File: config.mk
export PLATFORM = sky130hd
export DESIGN_NAME = csr_rmw_unit
export DESIGN_NICKNAME = d
export VERILOG_FILES = /design/src/rtl/csr_rmw_unit.sv
export SDC_FILE = /design/constraint.sdc
export NUM_CORES = 1
export LEC_CHECK = 0
export CAP_MARGIN = 0
export CORE_ASPECT_RATIO = 1.25
export CORE_UTILIZATION = 39
export CTS_BUF_LIST = sky130_fd_sc_hd__clkbuf_16
export DETAILED_ROUTE_END_ITERATION = 7
export PLACE_DENSITY = 0.74
export REMOVE_ABC_BUFFERS = 1
export SLEW_MARGIN = 20
export SYNTH_ARGS = -nofsm -noshare
export SYNTH_HDL_FRONTEND = slang
export SYNTH_SLANG_ARGS = --single-unit
File: constraint.sdc
create_clock -name clk -period 1.8 [get_ports clk]
set_clock_uncertainty 0.05 [all_clocks]
set_input_delay 0.27 -clock clk [delete_from_list [all_inputs] [get_ports clk]]
set_output_delay 0.27 -clock clk [all_outputs]
set_load 0.02 [all_outputs]
File: src/rtl/csr_rmw_unit.sv
// CSR read-modify-write sequencer: executes CSRRW/CSRRS/CSRRC one at a time with a
// fixed IDLE -> READ -> WRITE -> RSP walk, returning the old CSR value to commit.
module csr_rmw_unit #(
  parameter int NW_BITS       = 2,
  parameter int UUID_BITS     = 44,
  parameter int NR_BITS       = 5,
  parameter int CSR_ADDR_BITS = 12
) (
  input  logic                     clk,
  input  logic                     reset_n,

  input  logic                     req_valid,
  output logic                     req_ready,
  input  logic [1:0]               req_op,
  input  logic [CSR_ADDR_BITS-1:0] req_addr,
  input  logic [NW_BITS-1:0]       req_wid,
  input  logic [UUID_BITS-1:0]     req_uuid,
  input  logic [NR_BITS-1:0]       req_rd,
  input  logic [31:0]              req_src,
  input  logic                     req_src_zero,

  output logic                     read_enable,
  output logic [CSR_ADDR_BITS-1:0] read_addr,
  output logic [NW_BITS-1:0]       read_wid,
  output logic [UUID_BITS-1:0]     read_uuid,
  input  logic [31:0]              read_data,

  output logic                     write_enable,
  output logic [CSR_ADDR_BITS-1:0] write_addr,
  output logic [NW_BITS-1:0]       write_wid,
  output logic [UUID_BITS-1:0]     write_uuid,
  output logic [31:0]              write_data,

  output logic                     rsp_valid,
  input  logic                     rsp_ready,
  output logic [NW_BITS-1:0]       rsp_wid,
  output logic [UUID_BITS-1:0]     rsp_uuid,
  output logic [NR_BITS-1:0]       rsp_rd,
  output logic [31:0]              rsp_data,
  output logic                     rsp_illegal,

  output logic                     busy
);

  typedef enum logic [1:0] {
    S_IDLE  = 2'd0,
    S_READ  = 2'd1,
    S_WRITE = 2'd2,
    S_RSP   = 2'd3
  } state_t;

  typedef enum logic [1:0] {
    OP_ILL = 2'b00,
    OP_RW  = 2'b01,
    OP_RS  = 2'b10,
    OP_RC  = 2'b11
  } op_t;

  typedef struct packed {
    op_t                     op;
    logic [CSR_ADDR_BITS-1:0] addr;
    logic [NW_BITS-1:0]       wid;
    logic [UUID_BITS-1:0]     uuid;
    logic [NR_BITS-1:0]       rd;
    logic [31:0]              src;
    logic                     src_zero;
  } req_t;

  state_t      state, state_next;
  req_t        req_q;
  logic [31:0] old_r, new_r;
  logic        wr_r, illegal_r;
  logic        accept;

  logic [31:0] new_calc;
  logic        wants_write, read_only, illegal_calc;

  // Gated by reset_n so the unit never advertises readiness while held in reset.
  assign req_ready = reset_n & ((state == S_IDLE) | ((state == S_RSP) & rsp_ready));
  assign accept    = req_valid & req_ready;

  // NOTE: state and data registers use non-blocking assignments so every flop samples
  // pre-edge values; blocking here would create order-dependent simulation races.
  always_ff @(posedge clk or negedge reset_n) begin
    if (!reset_n) state <= S_IDLE;
    else          state <= state_next;
  end

  // NOTE: every combinational output gets a default before the case, otherwise an
  // unassigned path infers a latch.
  always_comb begin
    state_next = state;
    unique case (state)
      S_IDLE:  if (accept) state_next = S_READ;
      S_READ:  state_next = S_WRITE;
      S_WRITE: state_next = S_RSP;
      S_RSP:   if (rsp_ready) state_next = req_valid ? S_READ : S_IDLE;
      default: state_next = S_IDLE;
    endcase
  end

  // NOTE: the request latch and result registers are ordinary flops (not a memory
  // array), so clearing them on reset is cheap and keeps every output at 0 in reset.
  always_ff @(posedge clk or negedge reset_n) begin
    if (!reset_n) begin
      req_q <= '0;
    end else if (accept) begin
      req_q.op       <= op_t'(req_op);
      req_q.addr     <= req_addr;
      req_q.wid      <= req_wid;
      req_q.uuid     <= req_uuid;
      req_q.rd       <= req_rd;
      req_q.src      <= req_src;
      req_q.src_zero <= req_src_zero;
    end
  end

  always_comb begin
    new_calc     = read_data;
    read_only    = (req_q.addr[CSR_ADDR_BITS-1 -: 2] == 2'b11);
    wants_write  = (req_q.op == OP_RW) | ~req_q.src_zero;
    // Read-only space is only illegal when the op actually intends to write it.
    illegal_calc = (req_q.op == OP_ILL) | (read_only & wants_write);
    unique case (req_q.op)
      OP_RW:   new_calc = req_q.src;
      OP_RS:   new_calc = read_data | req_q.src;
      OP_RC:   new_calc = read_data & ~req_q.src;
      default: new_calc = read_data;
    endcase
  end

  always_ff @(posedge clk or negedge reset_n) begin
    if (!reset_n) begin
      old_r     <= '0;
      new_r     <= '0;
      wr_r      <= 1'b0;
      illegal_r <= 1'b0;
    end else if (state == S_READ) begin
      old_r     <= read_data;
      new_r     <= new_calc;
      wr_r      <= wants_write & ~illegal_calc;
      illegal_r <= illegal_calc;
    end
  end

  // Strobes are pure state decodes, so an asynchronous reset kills them at once.
  assign read_enable  = (state == S_READ);
  assign write_enable = (state == S_WRITE) & wr_r;
  assign rsp_valid    = (state == S_RSP);
  assign busy         = (state != S_IDLE);

  assign read_addr   = req_q.addr;
  assign read_wid    = req_q.wid;
  assign read_uuid   = req_q.uuid;

  assign write_addr  = req_q.addr;
  assign write_wid   = req_q.wid;
  assign write_uuid  = req_q.uuid;
  assign write_data  = new_r;

  assign rsp_wid     = req_q.wid;
  assign rsp_uuid    = req_q.uuid;
  assign rsp_rd      = req_q.rd;
  assign rsp_data    = old_r;
  assign rsp_illegal = illegal_r;

endmodule

# Word-level counts from Yosys, hierarchy flattened

Index checks and enable logic that the tools add are counted.

Eq/ne operators: 9
Mux-type cells: 5
Bitwise logic cells: 14
Reductions and logical operators: 4

Operators with widths:

| cell                                                                     | number |
|---|---|
| 32-bit one-hot mux with 3 select lines                                   | 1 |
| 32-bit AND                                                               | 1 |
| 32-bit inverter                                                          | 1 |
| 32-bit OR                                                                | 1 |
| 2-bit equality test (second input constant)                              | 5 |
| 2-bit one-hot mux with 4 select lines                                    | 1 |
| 1-bit AND                                                                | 6 |
| 2-bit by 1-bit equality test with 1-bit output (second input constant)   | 2 |
| 2-bit zero test                                                          | 2 |
| 2-bit two-way mux                                                        | 2 |
| 1-bit OR                                                                 | 3 |
| 2-bit by 1-bit inequality test with 1-bit output (second input constant) | 1 |
| 2-bit inequality test (second input constant)                            | 1 |
| 1-bit inverter                                                           | 2 |
| 2-bit AND reduction                                                      | 1 |
| 2-bit nonzero test                                                       | 1 |
| 1-bit two-way mux                                                        | 1 |

Register bits after elaboration: 166
Input port bits: 134
Word-level logic and storage cells: 44

# Longest topological paths before layout

Gate-level depths: netlist of run 1.

Depth after elaboration: 7
Gate-level depth with buffers: 7
Gate-level depth less buffers: 5

# Worst setup path after synthesis of run 1

OpenSTA, ideal clock, no wires.

Kind: register to register
Start: register state[1]
End: register req_q (netlist bit read_uuid[10])
Arrival time: 1.629 ns
Required time: 1.625 ns
Setup slack: -0.004 ns
Stages on the path, launching flop included: 7
Path through: dfrtp_1 -> ha_1 -> a21oi_2 -> nor2_4 -> buf_6 -> buf_8 -> mux2_4

Word-level cells in the longest chain between the ends: 5

RTL lines:

| item                     | line | source |
|---|---|---|
| start: declaration       | 69   | `state_t state, state_next;` |
| start signal: assignment | 86   | `else state <= state_next;` |
| 2-bit equality test      | --   |  |
| via rsp_valid            | 34   | `output logic rsp_valid,` |
| 1-bit AND                | 79   | `assign req_ready = reset_n & ((state == S_IDLE) \| ((state == S_RSP) & rsp_ready));` |
| 1-bit OR                 | 79   |  |
| 1-bit AND                | 79   |  |
| 1-bit AND                | 80   | `assign accept = req_valid & req_ready;` |
| end: declaration         | 70   | `req_t req_q;` |

The timed path passes the listed nets, and every way through them passes these cells.
A chain may end at the register's enable or synchronous reset.

# Worst setup path after layout of run 1

Start: register state[0]
End: register req_q[6] in the netlist's numbering

Word-level cells in the longest chain between the ends: 5

RTL lines:

| item                | line |
|---|---|
| 2-bit equality test | 79 |
| 1-bit AND           | 79 |
| 1-bit OR (*)        | 79 |
| 1-bit AND (*)       | 79 |
| 1-bit AND (*)       | 80 |

Mark *: on every way between the ends. The rest lies on a longest branch, timed or not.

==> key figures, run 1 <==
Placement
  – Gp weighted congestion: about 0.75
  – HPWL after DPL: roughly 15,000 um
  – Port buffer count: 370

Cells and area
  – Core Util, Final: 0.585
  – Layout cells sized above 1: 0.266
  – # nets final: around 1,100
  – Layout area overhead: 47.3%
  – Diode count: 0

Routing
  – Routed WL per cell: ~18 um
  – Drt via density: ~4.8
  – Routed wire length: between 20,000 and 25,000 um
  – Final ANT Viol Nets: 0
  – Initial DRC Count: 192
  – Via count: ~5,900
  – Drt drc: 0
  – DR pass1 iterations: 4

Power
  – Worst IR drop on VDD: around 1400 uV
  – Leakage: around 6.1 nW
  – Power per cell area: between 2000 and 2500 nW/um^2
  – Power, Total: 0.0252 W

Timing
  – Final WS setup: -0.0583 ns
  – Worst Tran Pin Value: around 0.91 ns
  – Setup violations, final: just over 70
  – TNS Setup: -1.88 ns
  – Fin crit period: about 1.9 ns
  – Max_slew headroom: 0.391
  – Fmax: 538 MHz
  – Final Max Slew Viols: 0
  – Crit share post-route: 1.03
  – Hold Vio Cnt, Final: 0
  – RSZ-0062 raised after global routing: yes

GRT
  – Vias in the first global route: 5,941
  – Pin count of the biggest net entering global routing: slightly below 100
  – Gr ovfl total: 0
  – First-pass GRT wire length: 32,500 um
  – Antenna violations before repair: 0
  – Tot GR Track Use: 0.189

Status
  – Violated checks: negative setup slack
  – Outcome: finished, violations left

Clocking
  – CTS Buf Count: 17
  – Max clock buf depth: 2
  – Root Driver: clkbuf_16
  – Clock-pin slew on the worst setup and hold paths: roughly 0.070 ns
  – # clock sinks: around 170
  – CTS tree: done
  – Clock latency at the later pin of the worst-skew pair: between 0.4 and 0.5 ns
  – # H-tree levels: 4

Floorplanning
  – Die width: between 100 and 150 um
  – Row count: 60
  – Core area: around 21,000 sq um
  – I/O pin count: approximately 370
  – Die height: 167 um
  – Starting Density: 0.397
  – Die ar.: around 22,000 sq um

Synthesis
  – Register area share after synthesis: 0.487
  – Synth cell types: 30
  – YS warnings: 0
  – Yosys reg bits: approximately 170
  – Post-Syn Instances: slightly above 700
  – Post-Syn Area: around 8500 sq um
  – Syn_area_per_cell: about 12 sq um

Flow run
  – Max cap viols: 0

Worst hold path
  – Hold Path Class: in -> reg

Worst setup path
  – Crit path kind: reg -> reg
  – Required @ worst endpoint: approximately 2.1 ns
  – Crit end category: flop
  – Crit path DAT: between 2 and 2.5 ns
  – Max FO, Critical Path: 8
  – Worst setup SP type: flop
-- timing repair --
action / 4_1_cts / 5_1_grt
endpoints found under the hold margin: 97 / 0
setup buffers: 5 / 2
setup endpoints to repair: 66 / 195
hold buffers: 1 / 0
pin swaps: 1 / 3
resized for setup: 83 / 130
gates cloned: 1 / 6
-- cell usage after synthesis (all sizes together) --
master	n	area, sq um
a211o	1	8.76
a211oi	1	7.51
a21o	1	7.51
a21oi	2	13.8
a22oi	1	7.51
a31o	2	17.5
a31oi	1	6.26
and2	1	6.26
buf	190	1410
clkbuf	12	45.0
dfrtp	166	4150
ha	5	62.6
inv	35	131
mux2	162	1900
nand2	4	15.0
nand2b	1	6.26
nand3	31	155
nor2	2	15.0
nor2b	4	25.0
nor3	1	5.00
o2111ai	1	8.76
o21ai	64	320
o22ai	31	194
-- registers in the layout, summed over array words and instances (netlist names) --
signal       cells
read_uuid       44
req_q           35
rsp_data        32
write_data      32
read_addr       12
rsp_rd           5
read_wid         2
state            2
rsp_illegal      1
wr_r             1
-- stage by stage --
step           worst slack, ns  instance area (sq um)  hold WS (ns)  instances
2_1_floorplan            -1.27                   7070       -0.0756        517
3_3_place_gp           -0.0855                  11400         0.379       1195
3_5_place_dp           -0.0861                  11400         0.379       1195
4_1_cts                -0.0656                  12100         0.393       1234
5_1_grt                 -0.110                  12600         0.393       1242
6_report               -0.0583                  12600         0.415       1242
-- area by class of cell --
type / instances / area (sq um)
inverter: 35 / 134
timing repair buffer: 414 / 4380
sequential: 166 / 4160
clock inverter: 15 / 129
multi-input combinational: 316 / 2980
fill: 1800 / 8910
clock buffer: 17 / 425
tap: 279 / 349
-- metal layers --
layer | wire, um | global-route usage
met5 | 0 | 0
met4 | 570 | 0.0757
met3 | 1220 | 0.0463
met2 | 11700 | 0.338
met1 | 8630 | 0.214
-- worst max-delay path, stage by stage (launching register included) --
cell       delay (ns)
dfrtp_2          0.45
inv_4            0.09
ha_4             0.14
a21oi_4          0.04
buf_6            0.11
nor2_4           0.17
buf_12           0.19
clkbuf_16        0.17
mux2_2           0.33
-- worst paths after layout --
| path | from | to | slack (ns) | cells after the start |
|---|---|---|---|---|
| max in group asynchronous | reset_n | state[1] | 0.39 | 3 |
| worst min-delay path | req_uuid[31] | read_uuid[31] | 0.41 | 2 |
| worst max register to register | state[0] | req_q[6] | -0.06 | 8 |
| worst max-delay path | state[0] | req_q[6] | -0.06 | 8 |
| min in group asynchronous | reset_n | rsp_data[28] | 0.44 | 3 |
| worst min register to register | rsp_rd[4] | rsp_rd[4] | 0.46 | 1 |
-- placed cells by master, fill, tap and decap left out, drive strengths merged, types with 2 or more instances in the layout --
master	Yosys	final
o21ai	64	64
dfrtp	166	166
clkdlybuf4s50	0	234
a31o	2	2
buf	190	45
nand3	31	31
ha	5	5
dlymetal6s2s	0	81
clkbuf	12	21
clkinvlp	0	4
nand2	4	4
mux2	162	162
nor2	2	2
dlygate4sd2	0	49
clkinv	0	6
nor2b	4	4
o22ai	31	31
a21oi	2	2
inv	35	39
-- kinds of logic after synthesis --
family                   synth area share
buffers and inverters               0.186
flip-flops                          0.487
multiplexers                        0.223
AO/OA/AOI/OAI                      0.0694
AND/OR/NAND/NOR                    0.0267
adder cells (fa/ha/maj)           0.00734
-- power breakdown --
part	internal (W)	switching, W	leakage (nW)
Clock	0.00191	0.00157	0.263
Sequential	0.00564	0.00156	1.99
Combinational	0.00753	0.00699	3.80
Total	0.0151	0.0101	6.05
Note: power is estimated with default switching activity, not from simulation.
==> run 2: changes to the inputs <==
--- a/config.mk
+++ b/config.mk
@@ -10,7 +10,7 @@
 export CORE_UTILIZATION = 39
 export CTS_BUF_LIST = sky130_fd_sc_hd__clkbuf_16
 export DETAILED_ROUTE_END_ITERATION = 7
-export PLACE_DENSITY = 0.74
+export PLACE_DENSITY = 0.84
 export REMOVE_ABC_BUFFERS = 1
 export SLEW_MARGIN = 20
 export SYNTH_ARGS = -nofsm -noshare
==> key figures, run 2 (synthesis gave the netlist of run 1 again) <==
Timing
  – RSZ-0062 raised after global routing: yes
  – Worst Tran Pin Value: 0.966 ns
  – Crit share post-route: 0.980
  – Final WS setup: ~0.036 ns
  – Fin crit period: 1.76 ns
  – Final Max Slew Viols: 0
  – Max_slew headroom: 0.356
  – Setup violations, final: 0
  – Final hold slack: -0.0775 ns
  – Fmax: 567 MHz
  – Hold Vio Cnt, Final: 46

Worst setup path
  – Critical path launch point: read_addr[8]
  – Buffers plus inverters on the worst setup path: 1
  – Worst setup SP type: flop
  – Crit end category: output port
  – Required @ worst endpoint: roughly 1.5 ns
  – Crit path DAT: around 1.4 ns
  – R2r startpoint: state[0]
  – CP max stage cell: clkdlybuf4s50_1
  – Max FO, Critical Path: 3
  – Top Family by Delay on Critical Path: buffers and inverters
  – Slowest stage delay, CP: between 0.6 and 0.7 ns
  – Crit path kind: reg -> out
  – Crit-path cells: clkdlybuf4s50_1

Clocking
  – Root Driver: clkbuf_16
  – Max clock buf depth: 2
  – Clock latency at the later pin of the worst-skew pair: around 0.4 ns
  – Clock-pin slew on the worst setup and hold paths: 0.06 ns
  – # clock sinks: ~170
  – # H-tree levels: 4
  – CTS Buf Count: 17
  – CTS Hold Buffers Added: 0
  – CTS tree: done

Routing
  – Final ANT Viol Nets: 0
  – Met3 WL: ~1200 um
  – DR top layer: met4
  – Drt via density: roughly 4.8
  – Via count: 5,939
  – Initial DRC Count: about 220
  – DR pass1 iterations: 4
  – Met1 WL: 8980 um
  – Drt drc: 0
  – Routed wire length: 22,000 um
  – Routed WL per cell: ~18 um
  – WL met2: ~11,000 um

Floorplanning
  – Die ar.: ~22,000 sq um
  – Starting Density: 0.397
  – Die height: 167 um
  – Die width: between 100 and 150 um
  – Core area: about 21,000 sq um
  – I/O pin count: 371
  – Row count: 60

Cells and area
  – Diode count: 0
  – Layout area overhead: 42.7%
  – Commonest non-fill, non-tap cell in the layout: clkdlybuf4s50_1
  – Max FFs per register: between 40 and 50
  – Finished Layout Cells: 1,238
  – Sequential Area: between 4000 and 5000 sq um
  – Layout cells sized above 1: 0.258
  – # fillers: roughly 1,800
  – Area of the multi-input gates: approximately 2800 sq um
  – # nets final: 1,086
  – Most frequent cells in the layout: 244 x clkdlybuf4s50_1, 164 x dfrtp_1, 141 x mux2_2, 79 x dlygate4sd2_1, 64 x o21ai_0

Power
  – Worst IR drop on VDD: between 1500 and 2000 uV
  – Power per cell area: slightly above 2000 nW/um^2
  – Leakage: about 5.5 nW

GRT
  – Antenna violations before repair: 0
  – Vias in the first global route: approximately 6,000
  – Gr ovfl total: 0
  – Pin count of the biggest net entering global routing: roughly 170
  – Tot GR Track Use: 0.193
  – First-pass GRT wire length: 33,300 um

Placement
  – Port buffer count: 370
  – Placed Instances: between 1,000 and 1,500
  – Gp weighted congestion: between 0.7 and 0.8
  – DP Worst Slack: -0.103 ns
  – HPWL after DPL: approximately 16,000 um

Status
  – Outcome: finished, violations left
  – Violated checks: negative hold slack

Flow run
  – Max cap viols: 0

Worst hold path
  – Hold Path Class: in -> async
==> run 2: routing by layer <==
metal | GRT usage | vias to the layer above
met5 | 0 | -
met4 | 0.0674 | 0
met3 | 0.0442 | 27
met2 | 0.329 | 222
met1 | 0.239 | 2925
li1 | - | 2765
==> run 2: repair_timing <==
action                                  in CTS  in global routing
endpoints found under the setup margin     133                106
gates resized for setup                    107                 51
pin swaps                                    0                  3
buffers inserted                             4                  0
gates cloned                                 1                  1
==> run 2: layout make-up <==
| type | instances | area share |
|---|---|---|
| repair buffers | 411 | 0.343 |
| flip-flops and latches | 166 | 0.342 |
| multi-input cells | 316 | 0.233 |
| clock buffers | 17 | 0.0350 |
| well taps | 279 | 0.0287 |
| inverters | 35 | 0.0108 |
| clock inverters | 14 | 0.00813 |
==> run 2: worst paths after layout <==
check / end / slack [ns] / depth (start not counted)
setup / recovery: write_addr[8] / 0.04 / 1
hold / removal: state[0] / -0.08 / 2
setup reg to reg: read_addr[8] / 0.04 / 7
hold reg to reg: rsp_data[15] / 0.46 / 1
max in group asynchronous: read_uuid[20] / 1.01 / 2
min in group clk: read_uuid[34] / 0.41 / 2
==> run 2: report_power, final <==
group          total, W  internal (W)  switching, W
registers       0.00722       0.00564       0.00158
clock network   0.00334       0.00186       0.00148
logic            0.0142       0.00713       0.00708
==> run 2: worst register-to-register path, stage by stage, from the launching register on <==
cell and delay, ns:
dfrtp_1 0.41, inv_2 0.12, ha_4 0.16, a21oi_4 0.04, nor2_4 0.15, buf_12 0.17
buf_12 0.19, mux2_2 0.36
==> run 2: through the flow <==
step / TNS [ns] / hold WS (ns) / utilization / cell area [sq um] / power (W)
after floorplan: -204.18 / -0.0756 / - / 7070 / 0.0144
after global placement: -4.62 / 0.439 / 0.537 / 11500 / 0.0218
after detailed placement: -6.05 / 0.445 / 0.537 / 11500 / 0.0221
after CTS: -0.105 / 0.0350 / 0.560 / 12000 / 0.0250
after global routing: -0.200 / 0.0547 / 0.567 / 12200 / 0.0261
final: 0 / -0.0775 / 0.567 / 12200 / 0.0248
